==> config.mk <==
export PLATFORM = sky130hd
export DESIGN_NAME = nibble_packer
export DESIGN_NICKNAME = d
export VERILOG_FILES = /design/src/rtl/nibble_packer_pkg.sv /design/src/rtl/nibble_packer.sv
export SDC_FILE = /design/constraint.sdc
export NUM_CORES = 1
export LEC_CHECK = 0
export ABC_AREA = 1
export ABC_CLOCK_PERIOD_IN_PS = 2000
export CAP_MARGIN = 20
export CELL_PAD_IN_SITES_DETAIL_PLACEMENT = 1
export CELL_PAD_IN_SITES_GLOBAL_PLACEMENT = 1
export CORE_MARGIN = 2
export CORE_UTILIZATION = 39
export CTS_CLUSTER_DIAMETER = 150
export DETAILED_ROUTE_END_ITERATION = 8
export PLACE_DENSITY_LB_ADDON = 0.1
export SLEW_MARGIN = 15
export SYNTH_ARGS = -nofsm -noshare
export SYNTH_HDL_FRONTEND = slang
export SYNTH_SLANG_ARGS = --single-unit
==> constraint.sdc <==
create_clock -name CLK -period 2 [get_ports CLK]
set_input_delay 0.4 -clock CLK [delete_from_list [all_inputs] [get_ports CLK]]
set_output_delay 0.4 -clock CLK [all_outputs]
set_load 0.01 [all_outputs]
==> src/rtl/nibble_packer_pkg.sv <==
// -----------------------------------------------------------------------------
// nibble_packer_pkg
// Shared widths and types for the nibble packer.
//   NIBBLE_W         : width of one incoming nibble
//   NIBBLES_PER_WORD : nibbles packed into one output word
//   WORD_W           : packed word width
//   CNT_W            : width of a nibble count that must reach NIBBLES_PER_WORD
// word_info_t bundles a word with its valid-nibble count and largest nibble so
// the assembly register and the output register share one shape.
// -----------------------------------------------------------------------------
package nibble_packer_pkg;

    localparam int NIBBLE_W         = 4;
    localparam int NIBBLES_PER_WORD = 8;
    localparam int WORD_W           = NIBBLE_W * NIBBLES_PER_WORD;
    localparam int CNT_W            = $clog2(NIBBLES_PER_WORD + 1);

    typedef logic [NIBBLE_W-1:0] nibble_t;
    typedef logic [WORD_W-1:0]   word_t;
    typedef logic [CNT_W-1:0]    cnt_t;

    typedef struct packed {
        word_t   data;
        cnt_t    count;
        nibble_t max;
    } word_info_t;

endpackage

==> src/rtl/nibble_packer.sv <==
// -----------------------------------------------------------------------------
// nibble_packer
// Packs a stream of nibbles into words, nibble k of a word landing at bits
// [4k+3:4k]. A word is emitted when full, or early (zero-padded) on FLUSH.
// Each emitted word carries the number of valid nibbles and the largest one.
//
// Ports
//   CLK          in   clock, all state on the rising edge
//   RESET        in   synchronous, active-high reset
//   NIBBLE_IN    in   incoming nibble
//   NIBBLE_VALID in   NIBBLE_IN is valid this cycle
//   NIBBLE_READY out  packer accepts a nibble this cycle (from state only)
//   FLUSH        in   emit the partial word, zero-padded
//   DATA_OUT     out  packed word
//   DATA_COUNT   out  valid nibbles in DATA_OUT (1..8)
//   DATA_MAX     out  largest valid nibble in DATA_OUT
//   DATA_VALID   out  DATA_OUT/DATA_COUNT/DATA_MAX are valid
//   DATA_READY   in   consumer accepts the word
// -----------------------------------------------------------------------------
module nibble_packer
    import nibble_packer_pkg::*;
(
    input  logic                CLK,
    input  logic                RESET,
    input  logic [NIBBLE_W-1:0] NIBBLE_IN,
    input  logic                NIBBLE_VALID,
    output logic                NIBBLE_READY,
    input  logic                FLUSH,
    output logic [WORD_W-1:0]   DATA_OUT,
    output logic [CNT_W-1:0]    DATA_COUNT,
    output logic [NIBBLE_W-1:0] DATA_MAX,
    output logic                DATA_VALID,
    input  logic                DATA_READY
);

    word_info_t asm_q,   asm_d;    // word under assembly (or held complete)
    logic       pend_q,  pend_d;   // flushed partial word waiting for output
    word_info_t out_q,   out_d;    // presented word
    logic       valid_q, valid_d;

    word_info_t grown;             // assembly including this cycle's nibble
    logic       accept;
    logic       out_free;
    logic       complete;

    // A held full word shows up as count == NIBBLES_PER_WORD; a held partial
    // word is flagged by pend_q. Either way no more nibbles are taken.
    assign NIBBLE_READY = (asm_q.count < CNT_W'(NIBBLES_PER_WORD)) && !pend_q;

    always_comb begin
        // NOTE: every signal assigned here gets a default first, so no path
        // leaves one unassigned and no latch is inferred.
        accept   = NIBBLE_VALID && NIBBLE_READY;
        out_free = !valid_q || DATA_READY;

        grown = asm_q;
        if (accept) begin
            for (int k = 0; k < NIBBLES_PER_WORD; k++) begin
                if (asm_q.count == CNT_W'(k)) begin
                    grown.data[k*NIBBLE_W +: NIBBLE_W] = NIBBLE_IN;
                end
            end
            grown.count = asm_q.count + CNT_W'(1);
            if (NIBBLE_IN > asm_q.max) begin
                grown.max = NIBBLE_IN;
            end
        end

        // A nibble arriving with FLUSH is part of the flushed word; an empty
        // flush is a no-op. A pending word stays complete until it moves.
        complete = pend_q
                || (grown.count == CNT_W'(NIBBLES_PER_WORD))
                || (FLUSH && (grown.count != '0));

        asm_d   = grown;
        pend_d  = pend_q;
        out_d   = out_q;
        valid_d = valid_q;

        if (complete && out_free) begin
            // Direct load: consume of the old word and load of the new one
            // can share an edge, giving back-to-back words with no bubble.
            out_d   = grown;
            valid_d = 1'b1;
            asm_d   = '0;
            pend_d  = 1'b0;
        end else begin
            if (complete) begin
                pend_d = (grown.count != CNT_W'(NIBBLES_PER_WORD));
            end
            if (valid_q && DATA_READY) begin
                valid_d = 1'b0;
            end
        end
    end

    always_ff @(posedge CLK) begin
        // NOTE: state uses non-blocking assignments so every register samples
        // the pre-edge values, independent of statement order.
        if (RESET) begin
            asm_q   <= '0;
            pend_q  <= 1'b0;
            out_q   <= '0;
            valid_q <= 1'b0;
        end else begin
            asm_q   <= asm_d;
            pend_q  <= pend_d;
            out_q   <= out_d;
            valid_q <= valid_d;
        end
    end

    assign DATA_OUT   = out_q.data;
    assign DATA_COUNT = out_q.count;
    assign DATA_MAX   = out_q.max;
    assign DATA_VALID = valid_q;

endmodule

==> run metrics <==
clock-pin slew on the worst setup and hold paths roughly 90 ps; DIE HEIGHT 98.03 microns; WL final between 10000 and 15000 microns; Fin. Hold Viols 0; net count after synthesis around 470; Req. time, crit path 2280 ps; die area 9610 sq um; Tot Pwr 0.004794 W; crit-path cells inv_1 > ha_1 > nand3_1 > nand2_2 > nor2_4 > nand3_2 > nand2_4 > nand2_8 > nand2_4 > nand2_8 > buf_12 > nor2_2; CP Capture Type flop; Ports 51; core box area 8636 sq um; RSZ-0062 raised after global routing true; status finished, final reports clean; cell count after placement 657; crit-path max FO 10; register area share after synthesis 0.4761; crit-path leading delay family simple AND/OR/NAND/NOR gates; initial antenna violation count 0; drt wl/cell 15.41 microns; Fillers ~1100; drt pass-1 iters 4; Worst Hold Class flop to flop; vias in the first global route 3447; worst setup path start asm_q[4]; final net count 581; fin crit share 0.9818; Post-Synthesis Cell Area 3448 sq um; Static Leak 2.031 nW; Worst EP arrival around 2300 ps; worst slew pin tran 413.7 ps; cts hold-fix bufs 0; DIE WIDTH 98.03 microns; CP startpoint kind flop; vias post-DR 3352; global-route wire length before repair 16470 microns; 1st-iter DRT viols 97; reg2reg path depth 12; Distinct cells, synth 20; multi-input logic area 1708 sq um; Buf/Inv on CP 2; n_diodes 0; layout cells sized above 1 0.2746; R2R Setup Slk 40 ps; Final Critical Period between 1500 and 2000 ps; total track usage 0.2132; Final Wtd Congestion 0.8199; CTS tree built; HPWL after DPL 6724 microns; largest net degree at the start of global routing 50; Yosys warning total 0; Cells after Synth about 460; max incr delay on CP 370 ps; clk buf depth 2; final setup fails 0; Max Freq 509.3 MHz; Worst VDD drop about 0.45 mV; CP Depth 12; Worst Skew around 9.5 ps; CP Class flop to flop; grt ovf 0; synth-to-layout area growth 42.05%; CTS Buf Count 9; residual DRC count 0; Final Max Slew Viols 0; slowest CP cell dfxtp_4; Clock Latency Late Sink 360 ps; Critical path destination asm_q[5]; Starting Density 0.3993; clk sinks 82; antenna-violating nets left 0; H-tree levels 3; post-synthesis area per instance 7.562 sq um; post-DR vias/cell 4.959; RR Endpoint asm_q[5]; root buf cell clkbuf_8; number of synthesized register bits between 80 and 90; max-cap violations 0; Slew headroom 0.7213; Rows 34; reg2reg start asm_q[4]; sequential cell area 1649 sq um; Post-Layout Cell Count 676; port bufs 50; Power Density 978.7 nW/um^2
-- state kept, by name (all words and copies together) (netlist names) --
signal and cells:
pend_q 1, DATA_MAX 4, asm_q 40, DATA_VALID 1
DATA_COUNT 4, DATA_OUT 32
-- worst reg2reg max path, delay by kind of cell, from the launching register on --
kind | cells | cell delay, ps
buf+inv | 2 | 230
flops | 1 | 370
simple gates | 9 | 990
fa+ha+maj | 1 | 300
-- worst min path at each step --
stage | start | cells after the start | end
2_1_floorplan | asm_q[37] | 2 | asm_q[37]
3_3_place_gp | DATA_MAX[1] | 2 | DATA_MAX[1]
3_5_place_dp | DATA_OUT[27] | 2 | DATA_OUT[27]
4_1_cts | DATA_OUT[27] | 2 | DATA_OUT[27]
5_1_grt | DATA_OUT[3] | 2 | DATA_OUT[3]
6_report | DATA_OUT[19] | 2 | DATA_OUT[19]
-- layout by cell type, fill, tap and decap left out, drive strengths merged --
| master | instances |
|---|---|
| o21ai | 33 |
| nor2 | 90 |
| a21oi | 47 |
| clkbuf | 12 |
| inv | 23 |
| clkinv | 4 |
| dlymetal6s2s | 1 |
| ha | 8 |
| nand2 | 94 |
| dfxtp | 82 |
| clkinvlp | 3 |
| clkdlybuf4s50 | 49 |
| a31oi | 1 |
| buf | 69 |
| nor3 | 6 |
| nand3 | 46 |
-- report_power, final --
group          switching, W  internal [W]
registers          0.000114       0.00184
logic              0.000919      0.000859
clock network      0.000618      0.000440
-- metal layers --
layer | share of wire | GRT usage | vias to the layer above
met2 | 0.53 | 0.3883 | 39
met5 | 0 | 0 | -
met4 | 0.014 | 0.06517 | 0
met3 | 0.020 | 0.03722 | 13
met1 | 0.44 | 0.2551 | 1606
li1 | - | - | 1694
-- cell type report --
class | count | area share
Multi-Input combinational cell | 325 | 0.3487
Sequential cell | 82 | 0.3367
Timing Repair Buffer | 121 | 0.2352
Tap cell | 108 | 0.02759
Clock buffer | 10 | 0.02605
Inverter | 25 | 0.01916
Clock inverter | 5 | 0.006641
-- Yosys cell counts --
master | count | area (sq um)
nor2_2 | 42 | 262.8
dfxtp_1 | 82 | 1642
buf_6 | 4 | 45.04
clkbuf_1 | 11 | 41.29
a21oi_1 | 47 | 235.2
buf_2 | 8 | 40.04
nor2_1 | 47 | 176.4
nand2_4 | 1 | 11.26
clkinv_1 | 2 | 7.510
ha_1 | 8 | 100.1
nor2_4 | 1 | 11.26
nand2_2 | 2 | 12.51
nor3_1 | 6 | 30.03
nand3_1 | 46 | 230.2
buf_1 | 1 | 3.750
a31oi_1 | 1 | 6.260
nand2_1 | 91 | 341.6
inv_1 | 23 | 86.33
o21ai_1 | 3 | 15.01
o21ai_0 | 30 | 150.1
-- repair_timing --
item | CTS | global route
gates cloned | 0 | 3
buffers inserted | 0 | 1
pin swaps | 0 | 4
endpoints found under the setup margin | 69 | 82
resized for setup | 3 | 38
hold endpoints to repair | 0 | 0
-- cells by family after synthesis --
| family | Yosys count | share of synthesized area |
|---|---|---|
| simple gates | 236 | 0.3120 |
| flops | 82 | 0.4761 |
| compound gates | 81 | 0.1179 |
| buf+inv | 49 | 0.06495 |
| fa+ha+maj | 8 | 0.02903 |
-- per-stage QoR --
stage | TNS (ps) | utilization | worst slack [ps] | hold WS (ps) | area, sq um
floorplan | 0 | - | 274.4 | 473.6 | 3448
global placement | -13380 | 0.5236 | -229.1 | 460.5 | 4522
detailed placement | -17440 | 0.5236 | -332.8 | 466.7 | 4522
CTS | 0 | 0.5429 | 11.76 | 486.7 | 4688
global route | -680.1 | 0.5672 | -52.94 | 522.2 | 4898
finish | 0 | 0.5672 | 36.43 | 489.2 | 4898
Power figures use the tool's default switching activity.
